## src/rtl/front_panel_ctl_pkg.sv

```systemverilog
// Shared PDP-8/e panel definitions: major-state codes used by the sequencer,
// panel op codes for the datapath decoder, and switch indices.
package front_panel_ctl_pkg;

    localparam int MS_W = 5;

    localparam logic [MS_W-1:0] H0 = 5'd0;
    localparam logic [MS_W-1:0] HW = 5'd1;
    localparam logic [MS_W-1:0] H1 = 5'd2;
    localparam logic [MS_W-1:0] H2 = 5'd3;
    localparam logic [MS_W-1:0] H3 = 5'd4;
    localparam logic [MS_W-1:0] F0 = 5'd5;
    localparam logic [MS_W-1:0] F1 = 5'd6;
    localparam logic [MS_W-1:0] F2 = 5'd7;
    localparam logic [MS_W-1:0] F3 = 5'd8;
    localparam logic [MS_W-1:0] D0 = 5'd9;
    localparam logic [MS_W-1:0] D1 = 5'd10;
    localparam logic [MS_W-1:0] D2 = 5'd11;
    localparam logic [MS_W-1:0] D3 = 5'd12;
    localparam logic [MS_W-1:0] E0 = 5'd13;
    localparam logic [MS_W-1:0] E1 = 5'd14;
    localparam logic [MS_W-1:0] E2 = 5'd15;
    localparam logic [MS_W-1:0] E3 = 5'd16;

    localparam logic [1:0] FP_NONE  = 2'd0;
    localparam logic [1:0] FP_ALOAD = 2'd1;
    localparam logic [1:0] FP_EXAM  = 2'd2;
    localparam logic [1:0] FP_DEP   = 2'd3;

    localparam int SW_HALT  = 0;
    localparam int SW_SING  = 1;
    localparam int SW_CONT  = 2;
    localparam int SW_ALOAD = 3;
    localparam int SW_EXAM  = 4;
    localparam int SW_DEP   = 5;
    localparam int SW_NUM   = 6;

    typedef enum logic [1:0] {
        P_IDLE = 2'd0,
        P_REQ  = 2'd1,
        P_RUN  = 2'd2,
        P_DONE = 2'd3
    } panel_state_e;

    // Simultaneous op keys resolve dep > exam > addr_load.
    function automatic logic [1:0] fp_op_select(input logic dep, input logic exam,
                                                input logic aload);
        if (dep) begin
            return FP_DEP;
        end else if (exam) begin
            return FP_EXAM;
        end else if (aload) begin
            return FP_ALOAD;
        end else begin
            return FP_NONE;
        end
    endfunction

endpackage

```

## src/rtl/front_panel_ctl_if.sv

```systemverilog
// Panel <-> major-state sequencer handshake bundle.
interface front_panel_ctl_if;
    import front_panel_ctl_pkg::*;

    logic [MS_W-1:0] state;
    logic            halt;
    logic            single_step;
    logic            cont;
    logic            trigger;
    logic [1:0]      fp_op;

    modport master (input state, output halt, output single_step, output cont,
                    output trigger, output fp_op);
    modport slave  (output state, input halt, input single_step, input cont,
                    input trigger, input fp_op);
endinterface

```

## src/rtl/front_panel_ctl_switch_debounce.sv

```systemverilog
// One front-panel switch: 2-flop synchronizer plus stability counter.
module switch_debounce #(
    parameter int DEBOUNCE_CYCLES = 16,
    parameter int CNT_W           = 5,
    parameter bit ARM_ON_RELEASE  = 1'b0
) (
    input  logic clk,
    input  logic reset,
    input  logic raw,
    output logic level
);
    localparam logic [CNT_W-1:0] CNT_LAST = CNT_W'(DEBOUNCE_CYCLES - 1);

    logic             sync1_r;
    logic             sync2_r;
    logic             level_r;
    logic             armed_r;
    logic [CNT_W-1:0] cnt_r;
    logic             can_rise_s;
    logic             hold_s;

    // Synchronizer is left out of reset so a key held through reset is still seen as held.
    always_ff @(posedge clk) begin
        sync1_r <= raw;
        sync2_r <= sync1_r;
    end

    // Momentary keys may only rise after they have been seen released since reset.
    assign can_rise_s = armed_r | ~ARM_ON_RELEASE;
    assign hold_s     = (sync2_r == level_r) || (!level_r && !can_rise_s);

    // Stability counter and debounced level.
    always_ff @(posedge clk) begin
        if (reset) begin
            level_r <= 1'b0;
            armed_r <= 1'b0;
            cnt_r   <= {CNT_W{1'b0}};
        end else begin
            armed_r <= armed_r | ~sync2_r;
            if (hold_s) begin
                cnt_r <= {CNT_W{1'b0}};
            end else if (cnt_r == CNT_LAST) begin
                level_r <= ~level_r;
                cnt_r   <= {CNT_W{1'b0}};
            end else begin
                cnt_r <= cnt_r + CNT_W'(1);
            end
        end
    end

    assign level = level_r;
endmodule

```

## src/rtl/front_panel_ctl.sv

```systemverilog
// PDP-8/e front-panel controller: debounced switches become halt/single_step
// levels, a one-shot cont pulse and a trigger/fp_op handshake with the sequencer.
module front_panel_ctl
    import front_panel_ctl_pkg::*;
#(
    parameter int DEBOUNCE_CYCLES = 16,
    parameter int CNT_W           = 5
) (
    input  logic clk,
    input  logic reset,
    input  logic sw_halt,
    input  logic sw_sing_step,
    input  logic sw_cont,
    input  logic sw_addr_load,
    input  logic sw_exam,
    input  logic sw_dep,
    front_panel_ctl_if.master seq
);
    logic [SW_NUM-1:0] raw_s;
    logic [SW_NUM-1:0] level_s;
    logic [3:0]        key_q_r;
    logic [3:0]        key_rise_s;

    panel_state_e pstate_r, pstate_n;
    logic         trigger_r, trigger_n;
    logic [1:0]   fp_op_r, fp_op_n;
    logic         op_pend_r, op_pend_n;
    logic [1:0]   op_code_r, op_code_n;
    logic         cont_pend_r, cont_pend_n;
    logic         cont_r, cont_n;

    logic [MS_W-1:0] st_s;
    logic            halted_s;
    logic            panel_ok_s;
    logic            step_point_s;
    logic            op_accept_s;
    logic            cont_fire_s;

    assign raw_s = {sw_dep, sw_exam, sw_addr_load, sw_cont, sw_sing_step, sw_halt};

    for (genvar i = 0; i < SW_NUM; i++) begin : g_deb
        switch_debounce #(
            .DEBOUNCE_CYCLES(DEBOUNCE_CYCLES),
            .CNT_W          (CNT_W),
            .ARM_ON_RELEASE (i >= SW_CONT)
        ) u_deb (
            .clk  (clk),
            .reset(reset),
            .raw  (raw_s[i]),
            .level(level_s[i])
        );
    end

    // Key bits: [0] cont, [1] addr_load, [2] exam, [3] dep.
    assign key_rise_s = level_s[SW_DEP:SW_CONT] & ~key_q_r;

    assign st_s         = seq.state;
    assign halted_s     = (st_s == H0) || (st_s == HW);
    assign panel_ok_s   = halted_s || (st_s == H1) || (st_s == H2) || (st_s == H3);
    assign step_point_s = (st_s == F0) || (st_s == D0) || (st_s == E0);
    assign op_accept_s  = (|key_rise_s[3:1]) && !op_pend_r && (pstate_r == P_IDLE) && halted_s;
    // A waiting op at HW takes precedence so deposit-then-continue ordering holds.
    assign cont_fire_s  = cont_pend_r && (pstate_r == P_IDLE) &&
                          (((st_s == HW) && !op_pend_r) || (step_point_s && level_s[SW_SING]));

    // Request capture, cont pulse and panel FSM next state.
    always_comb begin
        pstate_n    = pstate_r;
        trigger_n   = trigger_r;
        fp_op_n     = fp_op_r;
        op_pend_n   = op_pend_r;
        op_code_n   = op_code_r;
        cont_n      = cont_fire_s;
        cont_pend_n = (cont_pend_r && !cont_fire_s) || key_rise_s[0];

        if (op_accept_s) begin
            op_pend_n = 1'b1;
            op_code_n = fp_op_select(key_rise_s[3], key_rise_s[2], key_rise_s[1]);
        end else begin
            op_code_n = op_code_r;
        end

        case (pstate_r)
            P_IDLE: begin
                if (op_pend_r && (st_s == HW)) begin
                    pstate_n  = P_REQ;
                    trigger_n = 1'b1;
                    fp_op_n   = op_code_r;
                    op_pend_n = 1'b0;
                end else begin
                    pstate_n = P_IDLE;
                end
            end
            P_REQ: begin
                if (!panel_ok_s) begin
                    pstate_n  = P_IDLE;
                    trigger_n = 1'b0;
                    fp_op_n   = FP_NONE;
                end else if (st_s == H1) begin
                    pstate_n  = P_RUN;
                    trigger_n = 1'b0;
                end else begin
                    pstate_n = P_REQ;
                end
            end
            P_RUN: begin
                if (!panel_ok_s) begin
                    pstate_n = P_IDLE;
                    fp_op_n  = FP_NONE;
                end else if (st_s == H3) begin
                    pstate_n = P_DONE;
                end else begin
                    pstate_n = P_RUN;
                end
            end
            P_DONE: begin
                if (!panel_ok_s || (st_s == H0)) begin
                    pstate_n = P_IDLE;
                    fp_op_n  = FP_NONE;
                end else begin
                    pstate_n = P_DONE;
                end
            end
            default: begin
                pstate_n  = P_IDLE;
                trigger_n = 1'b0;
                fp_op_n   = FP_NONE;
            end
        endcase
    end

    // Panel state and registered outputs.
    always_ff @(posedge clk) begin
        if (reset) begin
            pstate_r    <= P_IDLE;
            trigger_r   <= 1'b0;
            fp_op_r     <= FP_NONE;
            op_pend_r   <= 1'b0;
            op_code_r   <= FP_NONE;
            cont_pend_r <= 1'b0;
            cont_r      <= 1'b0;
            key_q_r     <= 4'b0000;
        end else begin
            pstate_r    <= pstate_n;
            trigger_r   <= trigger_n;
            fp_op_r     <= fp_op_n;
            op_pend_r   <= op_pend_n;
            op_code_r   <= op_code_n;
            cont_pend_r <= cont_pend_n;
            cont_r      <= cont_n;
            key_q_r     <= level_s[SW_DEP:SW_CONT];
        end
    end

    assign seq.halt        = level_s[SW_HALT];
    assign seq.single_step = level_s[SW_SING];
    assign seq.cont        = cont_r;
    assign seq.trigger     = trigger_r;
    assign seq.fp_op       = fp_op_r;
endmodule

```

## src/flat_wrapper.sv

```systemverilog
// flat-port wrapper written by rule: the top's interface ports become plain ports
module front_panel_ctl_flat import front_panel_ctl_pkg::*;
#(
    parameter int DEBOUNCE_CYCLES = 16,
    parameter int CNT_W           = 5
)
  (clk, reset, sw_halt, sw_sing_step, sw_cont, sw_addr_load, sw_exam, sw_dep, seq_state, seq_halt, seq_single_step, seq_cont, seq_trigger, seq_fp_op);
  front_panel_ctl_if seq_i ();
  input  logic clk;
  input  logic reset;
  input  logic sw_halt;
  input  logic sw_sing_step;
  input  logic sw_cont;
  input  logic sw_addr_load;
  input  logic sw_exam;
  input  logic sw_dep;
  input wire logic [$bits(seq_i.state)-1:0] seq_state;
  output wire logic [$bits(seq_i.halt)-1:0] seq_halt;
  output wire logic [$bits(seq_i.single_step)-1:0] seq_single_step;
  output wire logic [$bits(seq_i.cont)-1:0] seq_cont;
  output wire logic [$bits(seq_i.trigger)-1:0] seq_trigger;
  output wire logic [$bits(seq_i.fp_op)-1:0] seq_fp_op;
  assign seq_i.state = seq_state;
  assign seq_halt = seq_i.halt;
  assign seq_single_step = seq_i.single_step;
  assign seq_cont = seq_i.cont;
  assign seq_trigger = seq_i.trigger;
  assign seq_fp_op = seq_i.fp_op;
  front_panel_ctl #(.DEBOUNCE_CYCLES(DEBOUNCE_CYCLES), .CNT_W(CNT_W)) u_core (.clk(clk), .reset(reset), .sw_halt(sw_halt), .sw_sing_step(sw_sing_step), .sw_cont(sw_cont), .sw_addr_load(sw_addr_load), .sw_exam(sw_exam), .sw_dep(sw_dep), .seq(seq_i));
endmodule
```

## config.mk

```make
export PLATFORM = sky130hd
export DESIGN_NAME = front_panel_ctl_flat
export DESIGN_NICKNAME = d
export VERILOG_FILES = /design/src/rtl/front_panel_ctl_pkg.sv /design/src/rtl/front_panel_ctl_if.sv /design/src/rtl/front_panel_ctl_switch_debounce.sv /design/src/rtl/front_panel_ctl.sv /design/src/flat_wrapper.sv
export SDC_FILE = /design/constraint.sdc
export NUM_CORES = 1
export LEC_CHECK = 0
export CORE_MARGIN = 1.5
export CORE_UTILIZATION = 51
export DETAILED_ROUTE_END_ITERATION = 8
export PLACE_DENSITY = 0.74
export SLEW_MARGIN = 0
export SYNTH_ARGS = -nofsm -noshare
export SYNTH_HDL_FRONTEND = slang
export SYNTH_SLANG_ARGS = --single-unit
```

## constraint.sdc

```tcl
create_clock -name clk -period 1.4 [get_ports clk]
set_input_delay 0.14 -clock clk [delete_from_list [all_inputs] [get_ports clk]]
set_output_delay 0.14 -clock clk [all_outputs]
set_load 0.01 [all_outputs]
```

# == Word level (Yosys, flattened, before mapping) ==
# Cells that the tools add are included.
# classes
add_sub_neg,6
muxes,21
n_reduce_logical,56
order_cmp,0
n_mul,0
shifts,0
div_mod_pow,0
n_eq_ne,26
bitwise,22
# ops
operator,n
$eq A5 B4 Y1 const B,8
$add A5 B1 Y5 const B,6
$reduce_or A3 Y1,7
$mux W2,9
$not A1 Y1,16
$logic_and A1 B1 Y1,13
$logic_or A1 B1 Y1,13
$reduce_and A2 Y1,6
$logic_not A1 Y1,11
$eq A5 B2 Y1 const B,2
$eq A5 B3 Y1 const B,2
$mux W1,9
$pmux W2 S4,1
$eq A1 B1 Y1,6
$pmux W2 S3,1
$reduce_and A3 Y1,2
$eq A5 B1 Y1 const B,1
$logic_not A5 Y1,1
$and A4 B4 Y4,1
$eq A2 B2 Y1 const B,2
$ne A2 B2 Y1 const B,2
$not A4 Y4,1
$or A1 B1 Y1,4
$ne A3 B3 Y1 const B,1
6 further kinds,6
# word_totals
memories,0
input_bits,13
word_cells,167
mem_bits_ro,0
latch_bits,0
out_inout_bits,6
register_bits,66
ramBits,0

# == Depth between registers and ports, before layout ==
# logic_depth
ltp_word,9
mapped_depth,6
mapped_depth_nobuf,6

# == By module ==
# From an unflattened synthesis, not the netlist that was laid out.
# hier_totals
hier_cells,256
hier_area_um2,2577.5
# modules_own_cells
module,cells_each,area_each_um2,instances,seq_area_each_um2
switch_debounce (u_core.g_deb[2].u_deb ...),30,307.8,4,180.2
front_panel_ctl,86,798.3,1,280.3
switch_debounce (u_core.g_deb[0].u_deb ...),25,274.0,2,160.2

# == Worst setup path before layout ==
# Ideal clock, no wire load.
# synth_timing
kind,reg2reg
start,register u_core.g_deb[0].u_deb.cnt_r[0]
end,register u_core.g_deb[0].u_deb.cnt_r[2]
required_time_ps,1335
path_slack_ps,-67
setup_ps,65
path_stages_with_launch,6
synth_period_minus_slack_ps,1467
path_buffers,0
arrival_ps,1402
cell_sequence,dfxtp_1 > ha_1 > and3_1 > ha_1 > or3_1 > nor2_1
# synth_via
elab_chain_cells,2
elab_cells_between_ends,3
cone_classes,add/sub (1); eq/ne (1); reduce/logical (1)
# synth_lines
item,line_no,text
"start, declared",front_panel_ctl_switch_debounce.sv:18,logic [CNT_W-1:0] cnt_r;
"start signal, assigned",front_panel_ctl_switch_debounce.sv:37,cnt_r <= {CNT_W{1'b0}};
"start signal, assigned",front_panel_ctl_switch_debounce.sv:41,cnt_r <= {CNT_W{1'b0}};
"start signal, assigned",front_panel_ctl_switch_debounce.sv:44,cnt_r <= {CNT_W{1'b0}};
"parallel branches: the longest is 2 deep, another holds $add A5 B1 Y5",--,
# Several ways; the timed one is not identified.
# A chain may end at the register's enable or synchronous reset.

# == Worst setup path in the final report ==
# Same ends and word-level chain as after synthesis.

==> summary.txt <==
Min-Delay Path Class: in2reg
F_max: 740 MHz
Placed Area: 2930 um2
Cell count after synthesis: 251
Final Hold Vio Count: 0
CTS Hold Bufs: 0
DIE AREA: 5330 um2
Core box area: 4720 um2
Final HPWL DP: 2.81 mm
H-tree levels: 3
Pwr dens: 1150 nW/um2
Peak supply drop: 946 uV
Synth Net Count: 281
P&R area growth vs syn: 31.2%
MaxCap Viol Count: 0
Die Wd: 73.0 um
Tmin final: 1.35 ns
CP required: 1.67 ns
Die Ht: 73.0 um
Final setup fails: 0
Placer Congestion: 0.862
Post-synth top area share: 0.529
Synth unique cells: 39
Drt total wl: 4.26 mm
Final std cells w/o fill: 371
Mapped Area: 2500 um2
WP data arrival: 1.62 ns
Post-synth EDFFs: 0
Slew HR: 0.793
Synth top cells by count: 66 x dfxtp_1, 37 x nor2_1, 18 x inv_1
CTS tree: yes
Reg2reg setup slack: 0.05 ns
Combinational share of power: 0.046
Yosys top cell by area: dfxtp_1
# fillers: 353
Status: finished, final reports clean
IO Count: 19
Fin. max-slew vios: 0
Vias in the first global route: 1737
Vias per cell: 4.94
Critical Path Max Stage Delay: 0.36 ns
Internal: 2.98 mW
Worst-path clk slew: 0.07 ns
Power Total: 3.77 mW
Layout cell share with drive strength beyond 1: 0.257
Top post-synthesis cells by area: dfxtp_1 53%, ha_1 8.5%, nor2_1 5.6%
Crit path cell chain: ha_2 > and3_4 > ha_4 > or3_4 > nor2_1
Initial drt markers: 61
Critical path startpoint category: flop
Mapped Avg Cell Area: 9.95 um2
WL per Instance: 11.5 um
Async SR Flop Fraction: 0
Placed insts: 354
Clk_skew: 0.00635 ns
First-pass GRT wire length: 7.11 mm
Sw power: 0.791 mW
GRT Util Overall: 0.177
Clk root buf: clkbuf_8
Drt first pass iters: 4
Pleak: 1.28 nW
Rows: 25
CP Class: reg2reg
Antenna violations before repair: 0
Worst-skew pair later-pin latency: 0.33 ns
Port buffer count: 18
Final net count: 329
Antenna cells: 0
Largest net degree at the start of global routing: 24
Sequential share of power: 0.515
Crit share post-route: 0.965
Final WS setup: 0.0490 ns
Via Count: 1833
Synth Flop Type: dfxtp_1
Buffer depth of the longest clock path: 2
TritonCTS Buffers: 9
Multi-input logic area: 1210 um2
DRC violations left: 0
Yosys warning count: 0
Pre-CTS WS: -0.366 ns
Slew of the pin with the lowest slew margin: 0.308 ns
Post-synthesis register bit count: 66
Total gr overflow: 0
Total clock sinks: 66
Crit. End Element: flop
Worst-path fanout max: 5
Cell with the most instances after synthesis: dfxtp_1
Final instance area: 3280 um2
Final ANT Viol Nets: 0
Switching Share: 0.210
Clock Power Share: 0.439
Starting Density: 0.529
Seq/Total Area, Yosys: 0.529
Worst path slowest cell: or3_4
RSZ-0062 raised after global routing: true
Seq. cell area: 1330 um2
==> what timing repair did <==
item                                    in CTS  in global routing
endpoints found under the setup margin      14                 30
buffers inserted                             0                  1
gates cloned                                 0                  0
gates resized for setup                     16                 26
pin swaps                                   14                 15
==> power by group through the flow <==
stage | combinational (mW) | clock, mW | sequential [mW]
finish | 0.175 | 1.66 | 1.94
global route | 0.195 | 1.78 | 1.95
CTS | 0.166 | 1.70 | 1.94
detailed placement | 0.166 | 0 | 1.98
global placement | 0.163 | 0 | 1.98
floorplan | 0.0761 | 0 | 1.98
==> layout by cell type, fill, tap and decap left out, drive strengths merged, types with 2 or more instances in the layout <==
cell type,n
a311oi,2
nand2,11
nand2b,2
nand3,9
o21ai,3
buf,23
nor2b,12
nand4b,2
xnor2,12
clkdlybuf4s50,13
dlygate4sd2,4
mux2i,2
a211o,2
ha,17
dfxtp,66
nor3,5
xor2,6
clkbuf,13
a21oi,11
o31ai,2
and3,10
nor2,37
inv,18
or3,3
==> sequential cells by signal (all words and copies together) (netlist names) <==
name and flops:
u_core.cont_pend_r 1, u_core.op_code_r 2, u_core.g_deb.u_deb.armed_r 4, u_core.g_deb.u_deb.cnt_r 30, u_core.g_deb.u_deb.sync1_r 6, u_core.op_pend_r 1, u_core.g_deb.u_deb.sync2_r 6, u_core.key_q_r 4
u_core.seq.trigger 1, u_core.pstate_r 2, u_core.seq.cont 1, u_core.seq.fp_op 2, u_core.g_deb.u_deb.level 6
==> metal layers <==
| layer | share of wire | global-route usage | vias up |
|---|---|---|---|
| met2 | 0.49 | 0.296 | 33 |
| met4 | 0.019 | 0.0818 | 0 |
| met3 | 0.042 | 0.0677 | 9 |
| li1 | - | - | 948 |
| met5 | 0 | 0 | - |
| met1 | 0.45 | 0.199 | 843 |
==> critical path: cells and delay by family, from the launching register on <==
| family | cells | cell delay, ns |
|---|---|---|
| and+or+nand+nor | 3 | 0.63 |
| adders and majority gates | 2 | 0.34 |
| DFF | 1 | 0.33 |
==> through the flow <==
| stage | hold slack, ns | TNS (ns) | util |
|---|---|---|---|
| floorplan | 0.168 | 0 | - |
| global placement | 0.310 | -1.81 | 0.621 |
| detailed placement | 0.313 | -2.26 | 0.621 |
| CTS | 0.227 | 0 | 0.675 |
| global route | 0.232 | -0.0254 | 0.694 |
| finish | 0.244 | 0 | 0.694 |
==> cells by family (layout without fill, tap and decap cells) <==
logic type / Yosys count / after routing / share of synthesized area
XOR/XNOR: 18 / 18 / 0.0631
buffers and inverters: 22 / 75 / 0.0336
multiplexers: 2 / 2 / 0.00802
flip-flops: 66 / 66 / 0.529
adder cells (fa/ha/maj): 17 / 17 / 0.0852
AO/OA/AOI/OAI: 30 / 30 / 0.0892
AND/OR/NAND/NOR: 96 / 96 / 0.192
==> worst paths after layout <==
path	startpoint	to	depth (start not counted)
worst max-delay path	u_core.g_deb[0].u_deb.cnt_r[0]$_SDFF_PP0_	u_core.g_deb[0].u_deb.cnt_r[2]$_SDFF_PP0_	5
worst min-delay path	sw_dep	u_core.g_deb[5].u_deb.sync1_r$_DFF_P_	1
worst max register to register	u_core.g_deb[0].u_deb.cnt_r[0]$_SDFF_PP0_	u_core.g_deb[0].u_deb.cnt_r[2]$_SDFF_PP0_	5
worst min register to register	u_core.g_deb[0].u_deb.sync1_r$_DFF_P_	u_core.g_deb[0].u_deb.sync2_r$_DFF_P_	0
==> layout make-up <==
| cell class | count | share of cell area |
|---|---|---|
| clock buffers | 13 | 0.0516 |
| clock inverters | 3 | 0.0141 |
| inverters | 18 | 0.0214 |
| multi-input cells | 163 | 0.371 |
| flip-flops and latches | 66 | 0.406 |
| well taps | 67 | 0.0256 |
| repair buffers | 41 | 0.111 |
No activity file was read; power rests on OpenSTA's default activity.
